--- src/rtl/idu_issue_sb.sv ---
// idu_issue_sb: decode/issue stage with an instruction FIFO, the GPR file
// and a per-register pending-write scoreboard guarding RAW/WAW hazards.
module idu_issue_sb #(
    parameter int ADDR_WIDTH = 5,
    parameter int DATA_WIDTH = 32,
    parameter int FIFO_DEPTH = 2,
    parameter int PEND_WIDTH = 2
) (
    input  logic                  clk,
    input  logic                  rst,
    input  logic                  in_valid,
    output logic                  in_ready,
    input  logic [DATA_WIDTH-1:0] in_pc,
    input  logic [DATA_WIDTH-1:0] in_inst,
    output logic                  out_valid,
    input  logic                  out_ready,
    output logic [DATA_WIDTH-1:0] out_pc,
    output logic [DATA_WIDTH-1:0] out_inst,
    output logic [DATA_WIDTH-1:0] out_rs1_data,
    output logic [DATA_WIDTH-1:0] out_rs2_data,
    output logic [ADDR_WIDTH-1:0] out_rd,
    output logic                  out_rd_wen,
    output logic                  out_illegal,
    input  logic                  wb_valid,
    input  logic                  wb_wen,
    input  logic [ADDR_WIDTH-1:0] wb_addr,
    input  logic [DATA_WIDTH-1:0] wb_data,
    input  logic                  flush,
    output logic                  sb_err
);

    localparam int NREG  = 1 << ADDR_WIDTH;
    localparam int PTR_W = $clog2(FIFO_DEPTH);

    localparam logic [PTR_W:0]        FIFO_FULL = (PTR_W+1)'(FIFO_DEPTH);
    localparam logic [PTR_W-1:0]      PTR_ONE   = PTR_W'(1);
    localparam logic [PEND_WIDTH-1:0] PEND_MAX  = '1;
    localparam logic [PEND_WIDTH-1:0] PEND_ONE  = PEND_WIDTH'(1);

    localparam logic [6:0] OPC_LOAD   = 7'b0000011;
    localparam logic [6:0] OPC_OP_IMM = 7'b0010011;
    localparam logic [6:0] OPC_AUIPC  = 7'b0010111;
    localparam logic [6:0] OPC_STORE  = 7'b0100011;
    localparam logic [6:0] OPC_OP     = 7'b0110011;
    localparam logic [6:0] OPC_LUI    = 7'b0110111;
    localparam logic [6:0] OPC_BRANCH = 7'b1100011;
    localparam logic [6:0] OPC_JALR   = 7'b1100111;
    localparam logic [6:0] OPC_JAL    = 7'b1101111;
    localparam logic [6:0] OPC_SYSTEM = 7'b1110011;

    logic [DATA_WIDTH-1:0] fifo_pc_q   [FIFO_DEPTH];
    logic [DATA_WIDTH-1:0] fifo_pc_d   [FIFO_DEPTH];
    logic [DATA_WIDTH-1:0] fifo_inst_q [FIFO_DEPTH];
    logic [DATA_WIDTH-1:0] fifo_inst_d [FIFO_DEPTH];
    logic [PTR_W-1:0]      rd_ptr_q, rd_ptr_d;
    logic [PTR_W-1:0]      wr_ptr_q, wr_ptr_d;
    logic [PTR_W:0]        cnt_q, cnt_d;

    logic [DATA_WIDTH-1:0] gpr_q  [NREG];
    logic [DATA_WIDTH-1:0] gpr_d  [NREG];
    logic [PEND_WIDTH-1:0] pend_q [NREG];
    logic [PEND_WIDTH-1:0] pend_d [NREG];

    logic                  out_valid_q, out_valid_d;
    logic [DATA_WIDTH-1:0] out_pc_q, out_pc_d;
    logic [DATA_WIDTH-1:0] out_inst_q, out_inst_d;
    logic [DATA_WIDTH-1:0] out_rs1_data_q, out_rs1_data_d;
    logic [DATA_WIDTH-1:0] out_rs2_data_q, out_rs2_data_d;
    logic [ADDR_WIDTH-1:0] out_rd_q, out_rd_d;
    logic                  out_rd_wen_q, out_rd_wen_d;
    logic                  out_illegal_q, out_illegal_d;
    logic                  sb_err_q, sb_err_d;

    logic                  head_valid;
    logic [DATA_WIDTH-1:0] head_pc, head_inst;
    logic [6:0]            opcode;
    logic [2:0]            funct3;
    logic [ADDR_WIDTH-1:0] rs1, rs2, rd;
    logic                  use_rs1, use_rs2, writes, illegal;
    logic                  rd_wen;
    logic                  wb_we, byp1, byp2;
    logic                  haz1, haz2, haz_rd, hazard;
    logic                  issue, push, err_hit;
    logic [DATA_WIDTH-1:0] rs1_data, rs2_data;

    assign head_valid = (cnt_q != '0);
    assign in_ready   = (cnt_q != FIFO_FULL);
    assign head_pc    = fifo_pc_q[rd_ptr_q];
    assign head_inst  = fifo_inst_q[rd_ptr_q];
    assign opcode     = head_inst[6:0];
    assign funct3     = head_inst[14:12];
    assign rd         = head_inst[7 +: ADDR_WIDTH];
    assign rs1        = head_inst[15 +: ADDR_WIDTH];
    assign rs2        = head_inst[20 +: ADDR_WIDTH];

    // Classify the head opcode into operand reads and destination write.
    always_comb begin
        use_rs1 = 1'b0;
        use_rs2 = 1'b0;
        writes  = 1'b0;
        illegal = 1'b0;
        unique case (opcode)
            OPC_LOAD:   begin use_rs1 = 1'b1; writes = 1'b1; end
            OPC_OP_IMM: begin use_rs1 = 1'b1; writes = 1'b1; end
            OPC_AUIPC:  writes = 1'b1;
            OPC_STORE:  begin use_rs1 = 1'b1; use_rs2 = 1'b1; end
            OPC_OP:     begin
                use_rs1 = 1'b1;
                use_rs2 = 1'b1;
                writes  = 1'b1;
            end
            OPC_LUI:    writes = 1'b1;
            OPC_BRANCH: begin use_rs1 = 1'b1; use_rs2 = 1'b1; end
            OPC_JALR:   begin use_rs1 = 1'b1; writes = 1'b1; end
            OPC_JAL:    writes = 1'b1;
            OPC_SYSTEM: begin
                use_rs1 = 1'b1;
                writes  = (funct3 != 3'd0);
            end
            default:    illegal = 1'b1;
        endcase
    end

    assign rd_wen = writes && (rd != '0);
    assign wb_we  = wb_valid && wb_wen && (wb_addr != '0);
    assign byp1   = wb_valid && wb_wen && (wb_addr == rs1);
    assign byp2   = wb_valid && wb_wen && (wb_addr == rs2);

    // A last outstanding write landing this cycle is forwarded, not waited on.
    assign haz1 = use_rs1 && (rs1 != '0) && (pend_q[rs1] != '0)
                  && !(byp1 && pend_q[rs1] == PEND_ONE);
    assign haz2 = use_rs2 && (rs2 != '0) && (pend_q[rs2] != '0)
                  && !(byp2 && pend_q[rs2] == PEND_ONE);
    assign haz_rd = rd_wen && (pend_q[rd] == PEND_MAX);
    assign hazard = haz1 || haz2 || haz_rd;

    assign issue = head_valid && !hazard
                   && (!out_valid_q || out_ready) && !flush;
    assign push  = in_valid && in_ready && !flush;

    assign rs1_data = (use_rs1 && rs1 != '0)
                      ? (byp1 ? wb_data : gpr_q[rs1]) : '0;
    assign rs2_data = (use_rs2 && rs2 != '0)
                      ? (byp2 ? wb_data : gpr_q[rs2]) : '0;

    // Instruction buffer: circular FIFO, flush empties it outright.
    always_comb begin
        fifo_pc_d   = fifo_pc_q;
        fifo_inst_d = fifo_inst_q;
        rd_ptr_d    = rd_ptr_q;
        wr_ptr_d    = wr_ptr_q;
        cnt_d       = cnt_q;
        if (flush) begin
            rd_ptr_d = '0;
            wr_ptr_d = '0;
            cnt_d    = '0;
        end else begin
            if (push) begin
                fifo_pc_d[wr_ptr_q]   = in_pc;
                fifo_inst_d[wr_ptr_q] = in_inst;
                wr_ptr_d = wr_ptr_q + PTR_ONE;
            end
            if (issue) begin
                rd_ptr_d = rd_ptr_q + PTR_ONE;
            end
            cnt_d = cnt_q + (PTR_W+1)'(push) - (PTR_W+1)'(issue);
        end
    end

    // Register file write from the writeback port; x0 stays zero.
    always_comb begin
        gpr_d = gpr_q;
        if (wb_we) begin
            gpr_d[wb_addr] = wb_data;
        end
    end

    // Pending counters: reserve on issue, release on writeback or flush.
    always_comb begin
        err_hit = 1'b0;
        for (int i = 0; i < NREG; i++) begin
            logic                  inc, dec_wb, dec_fl;
            logic [PEND_WIDTH:0]   sum, sub;
            inc    = issue && rd_wen && (rd == ADDR_WIDTH'(i));
            dec_wb = wb_we && (wb_addr == ADDR_WIDTH'(i));
            dec_fl = flush && out_valid_q && out_rd_wen_q
                     && (out_rd_q == ADDR_WIDTH'(i));
            sum = {1'b0, pend_q[i]} + (PEND_WIDTH+1)'(inc);
            sub = (PEND_WIDTH+1)'(dec_wb) + (PEND_WIDTH+1)'(dec_fl);
            pend_d[i] = (sum >= sub) ? PEND_WIDTH'(sum - sub) : '0;
            if (dec_wb && pend_q[i] == '0) begin
                err_hit = 1'b1;
            end
        end
        sb_err_d = sb_err_q || err_hit;
    end

    // Issue register: load on issue, drop when consumed or flushed.
    always_comb begin
        out_valid_d    = out_valid_q;
        out_pc_d       = out_pc_q;
        out_inst_d     = out_inst_q;
        out_rs1_data_d = out_rs1_data_q;
        out_rs2_data_d = out_rs2_data_q;
        out_rd_d       = out_rd_q;
        out_rd_wen_d   = out_rd_wen_q;
        out_illegal_d  = out_illegal_q;
        if (flush) begin
            out_valid_d = 1'b0;
        end else if (issue) begin
            out_valid_d    = 1'b1;
            out_pc_d       = head_pc;
            out_inst_d     = head_inst;
            out_rs1_data_d = rs1_data;
            out_rs2_data_d = rs2_data;
            out_rd_d       = rd;
            out_rd_wen_d   = rd_wen;
            out_illegal_d  = illegal;
        end else if (out_ready) begin
            out_valid_d = 1'b0;
        end
    end

    // State registers with synchronous active-low reset.
    always_ff @(posedge clk) begin
        if (!rst) begin
            fifo_pc_q      <= '{default: '0};
            fifo_inst_q    <= '{default: '0};
            rd_ptr_q       <= '0;
            wr_ptr_q       <= '0;
            cnt_q          <= '0;
            gpr_q          <= '{default: '0};
            pend_q         <= '{default: '0};
            out_valid_q    <= 1'b0;
            out_pc_q       <= '0;
            out_inst_q     <= '0;
            out_rs1_data_q <= '0;
            out_rs2_data_q <= '0;
            out_rd_q       <= '0;
            out_rd_wen_q   <= 1'b0;
            out_illegal_q  <= 1'b0;
            sb_err_q       <= 1'b0;
        end else begin
            fifo_pc_q      <= fifo_pc_d;
            fifo_inst_q    <= fifo_inst_d;
            rd_ptr_q       <= rd_ptr_d;
            wr_ptr_q       <= wr_ptr_d;
            cnt_q          <= cnt_d;
            gpr_q          <= gpr_d;
            pend_q         <= pend_d;
            out_valid_q    <= out_valid_d;
            out_pc_q       <= out_pc_d;
            out_inst_q     <= out_inst_d;
            out_rs1_data_q <= out_rs1_data_d;
            out_rs2_data_q <= out_rs2_data_d;
            out_rd_q       <= out_rd_d;
            out_rd_wen_q   <= out_rd_wen_d;
            out_illegal_q  <= out_illegal_d;
            sb_err_q       <= sb_err_d;
        end
    end

    assign out_valid    = out_valid_q;
    assign out_pc       = out_pc_q;
    assign out_inst     = out_inst_q;
    assign out_rs1_data = out_rs1_data_q;
    assign out_rs2_data = out_rs2_data_q;
    assign out_rd       = out_rd_q;
    assign out_rd_wen   = out_rd_wen_q;
    assign out_illegal  = out_illegal_q;
    assign sb_err       = sb_err_q;

endmodule

--- config.mk ---
export PLATFORM = sky130hd
export DESIGN_NAME = idu_issue_sb
export DESIGN_NICKNAME = d
export VERILOG_FILES = /design/src/rtl/idu_issue_sb.sv
export SDC_FILE = /design/constraint.sdc
export NUM_CORES = 2
export LEC_CHECK = 0
export BUFFER_PORTS_ARGS = -buffer_cell sky130_fd_sc_hd__buf_2
export CORE_ASPECT_RATIO = 2
export CORE_UTILIZATION = 25
export CTS_CLUSTER_DIAMETER = 30
export DETAILED_ROUTE_END_ITERATION = 16
export PLACE_DENSITY = 0.49
export SLEW_MARGIN = 15
export SYNTH_ARGS = -nofsm -noshare
export SYNTH_HDL_FRONTEND = slang
export SYNTH_SLANG_ARGS = --single-unit
--- constraint.sdc ---
create_clock -name clk -period 4.7 [get_ports clk]
set_input_delay 0.235 -clock clk [delete_from_list [all_inputs] [get_ports clk]]
set_output_delay 0.235 -clock clk [all_outputs]
set_load 0.02 [all_outputs]
==> summary.md <==
| Metric | Value |
|---|---|
| Outcome | `completed` |
| Initial DRC Count | `8,078` |
| Critical Path Fanout Max | `66` |
| Fin area | `89,300 um^2` |
| Max-Cap Viols | `0` |
| Die area | `295,000 um^2` |
| CTS tree | `yes` |
| Area of the multi-input gates | `42,300 um^2` |
| WL final | `409 mm` |
| Clk slew on worst S/H paths | `0.05 ns` |
| Critical path's slowest cell | `nand4_1` |
| Number of port buffers | `245` |
| Final ANT Viol Nets | `0` |
| Fill count | `31.6k` |
| Hold Violations, Final | `0` |
| Yosys reg bits | `1,352` |
| Pre-antenna DRT Iters | `8` |
| Yosys cell types | `68` |
| Final #Nets | `11.1k` |
| CP Launch Type | `register` |
| Mapped cell area | `73,200 um^2` |
| Final Core Density | `30.7%` |
| WP data arrival | `5.42 ns` |
| Final Skew | `0.0781 ns` |
| Worst Setup Path Type | `register to register` |
| Global Route Usage Sum | `26.7%` |
| Hold Crit Class | `input port to register` |
| Initial Util | `25.2%` |
| CP peak stage delay | `0.71 ns` |
| Clk_lat worst skew | `0.90 ns` |
| Tcrit/Tclk final | `98.3%` |
| CP Capture Type | `register` |
| Layout cell share with drive strength beyond 1 | `10.7%` |
| Total core area | `291,000 um^2` |
| Clk sink count | `1,352` |
| Slew @ Worst Pin | `1.43 ns` |
| Tmin final | `4.62 ns` |
| Worst path cell trace | `buf_8 > mux2_4 > buf_4 > mux2i_1 > mux2i_1 > a211oi_2 > a22oi_1 > o211ai_1 > a31oi_4 > buf_4 > buf_4 > nand4_1 > o21ai_0` |
| Max Freq | `216 MHz` |
| Worst path most repeated cell | `buf_4` |
| Overall power | `34.6 mW` |
| Clock root cell | `clkbuf_16` |
| Mapped Cells | `10.9k` |
| H-tree Lvls | `5` |
| DRC | `0` |
| Worst Slack Setup Final | `0.0796 ns` |
| Fin. max-slew vios | `0` |
| CTS buffer count | `267` |
| CP required | `5.50 ns` |
| VDD IR max | `360 uV` |
| Die width | `385 um` |
| Slew HR | `4.05%` |
| WL per Instance | `27.5 um` |
| P&R area growth vs syn | `22.0%` |
| Placed Instance Area | `78,700 um^2` |
| PwrDens | `387 nW/um^2` |
| Pre-CTS setup slack | `0.138 ns` |
| Avg Inst Size Synth | `6.72 um^2` |
| Main synth FF type | `dfxtp_1` |
| DR vias | `81.6k` |
| DP Wirelength | `234 mm` |
| Largest net degree at the start of global routing | `190` |
| Sequential area share after synthesis | `37.0%` |
| Vias per inst | `5.49` |
| Die H | `767 um` |
| Initial antenna violation count | `33` |
| Storage cell area | `27,100 um^2` |
| FFs w/ async S/R, synth | `0%` |
| CTS max path bufs | `4` |
| FP Rows | `280` |
| LEAKAGE | `30.4 nW` |
| Final setup fails | `0` |
| Global placer's final weighted congestion | `1.05` |
| Remaining Overflow, GRT | `0` |
| Global-route wire length before repair | `575 mm` |
| Number of global-route vias before repair | `78.3k` |
| I/O pins | `246` |
| Post-synth EDFFs | `0` |
| Warnings from Yosys | `0` |
## critical path: cells and delay by family (launching register included)
| family | cells | cell delay (ns) |
|---|---|---|
| flip-flops | 1 | 0.44 |
| multiplexers | 3 | 0.69 |
| AO/OA/AOI/OAI | 5 | 1.44 |
| buffers and inverters | 4 | 1.19 |
| AND/OR/NAND/NOR | 1 | 0.71 |
## power by group
group / internal, mW / switching (mW) / total, mW
Clock: 13.2 / 7.00 / 20.2
Combinational: 0.706 / 2.02 / 2.73
Sequential: 11.6 / 0.0971 / 11.7
## Yosys cell counts, types with 106 or more instances
library cell | instances | area (um^2)
nand3_1 | 1032 | 5160
nor2b_1 | 106 | 663
ha_1 | 130 | 1630
nor2_1 | 149 | 559
dfxtp_1 | 1352 | 27100
nand2_1 | 4370 | 16400
clkbuf_1 | 804 | 3020
mux2i_1 | 136 | 1360
a311oi_1 | 259 | 2270
buf_1 | 109 | 409
a211oi_1 | 134 | 1010
inv_1 | 113 | 424
a21oi_1 | 1364 | 6830
## layout make-up
type	instances	area share, %
inverters	115	0.494
multi-input cells	8399	47.3
well taps	3807	5.33
repair buffers	699	6.14
flip-flops and latches	1352	30.3
clock buffers	352	8.53
diodes	19	0.0532
clock inverters	124	1.82
## stage by stage
| stage | TNS (ns) | hold WS (ns) | cells |
|---|---|---|---|
| global placement | 0 | 0.441 | 14251 |
| CTS | 0 | 0.00979 | 14826 |
| detailed placement | 0 | 0.446 | 14251 |
| floorplan | 0 | 0.371 | 10899 |
| global route | -0.00515 | 0.0493 | 14851 |
| finish | 0 | 0.0307 | 14867 |
## sequential cells by signal (all words and copies together) (netlist names)
signal,cells
gpr_q,1024
fifo_inst_q,64
fifo_pc_q,64
pend_q,64
out_inst,32
out_pc,32
out_rs1_data,32
out_rs2_data,32
cnt_q,2
out_illegal,1
out_rd_wen,1
out_valid,1
rd_ptr_q,1
sb_err,1
wr_ptr_q,1
## worst paths after layout
path	startpoint	to	slack [ns]	cells after the start
min reg2reg	fifo_pc_q[44]$_SDFFE_PN0P_	fifo_pc_q[44]$_SDFFE_PN0P_	0.45	2
max	rd_ptr_q$_SDFFE_PP0P_	out_inst[8]$_SDFFE_PN0P_	0.08	13
max reg2reg	rd_ptr_q$_SDFFE_PP0P_	out_inst[8]$_SDFFE_PN0P_	0.08	13
min	wb_data[21]	gpr_q[373]$_SDFFE_PN0P_	0.03	3
## layout by cell type (no fill, tap or decap), types with 12 or more instances in the layout
cell and n:
dlygate4sd3_1 99, nor4_1 33, and2_1 38, dfxtp_1 1350, clkinv_4 12, inv_2 31
nand2_1 4337, nand3_1 1030, clkinvlp_4 20, buf_2 244, a21oi_1 1362, ha_1 124
clkbuf_16 282, a311oi_1 259, a211oi_1 133, clkbuf_8 32, inv_1 82, clkinv_2 35
a311o_1 90, and3_1 69, bufinv_16 32, mux2i_1 128, buf_4 305, nor2b_1 106
nor3_1 85, o211ai_1 103, nand2_4 32, fa_1 32, o21ai_0 23, inv_6 22
nor3b_1 13, nand2b_1 20, diode_2 19, buf_12 45, o22ai_1 21, clkbuf_1 39
or4_1 39, nor2_1 146
## routing by layer
| layer | up-vias | GRT usage (%) | wire length (um) |
|---|---|---|---|
| li1 | 36651 | - | - |
| met2 | 4305 | 43.8 | 191000 |
| met4 | 16 | 23.0 | 39400 |
| met3 | 1545 | 5.34 | 32700 |
| met5 | - | 0 | 108 |
| met1 | 39072 | 29.3 | 146000 |
## kinds of logic after synthesis
family | Yosys count | share of synthesized area (%)
simple gates | 5990 | 33.9
fa+ha+maj | 162 | 3.10
mux | 161 | 2.35
other cells | 1 | 0.00512
buf+inv | 1149 | 6.20
xor+xnor | 12 | 0.144
flops | 1352 | 37.0
compound gates | 2071 | 17.3
## what timing repair did
action                                   CTS  global route
hold endpoints to repair                1036             0
hold buffers                              99             0
endpoints found under the setup margin     0            63
resized for setup                          0            31
buffers inserted                           0            19
Note: power is estimated with default switching activity, not from simulation.
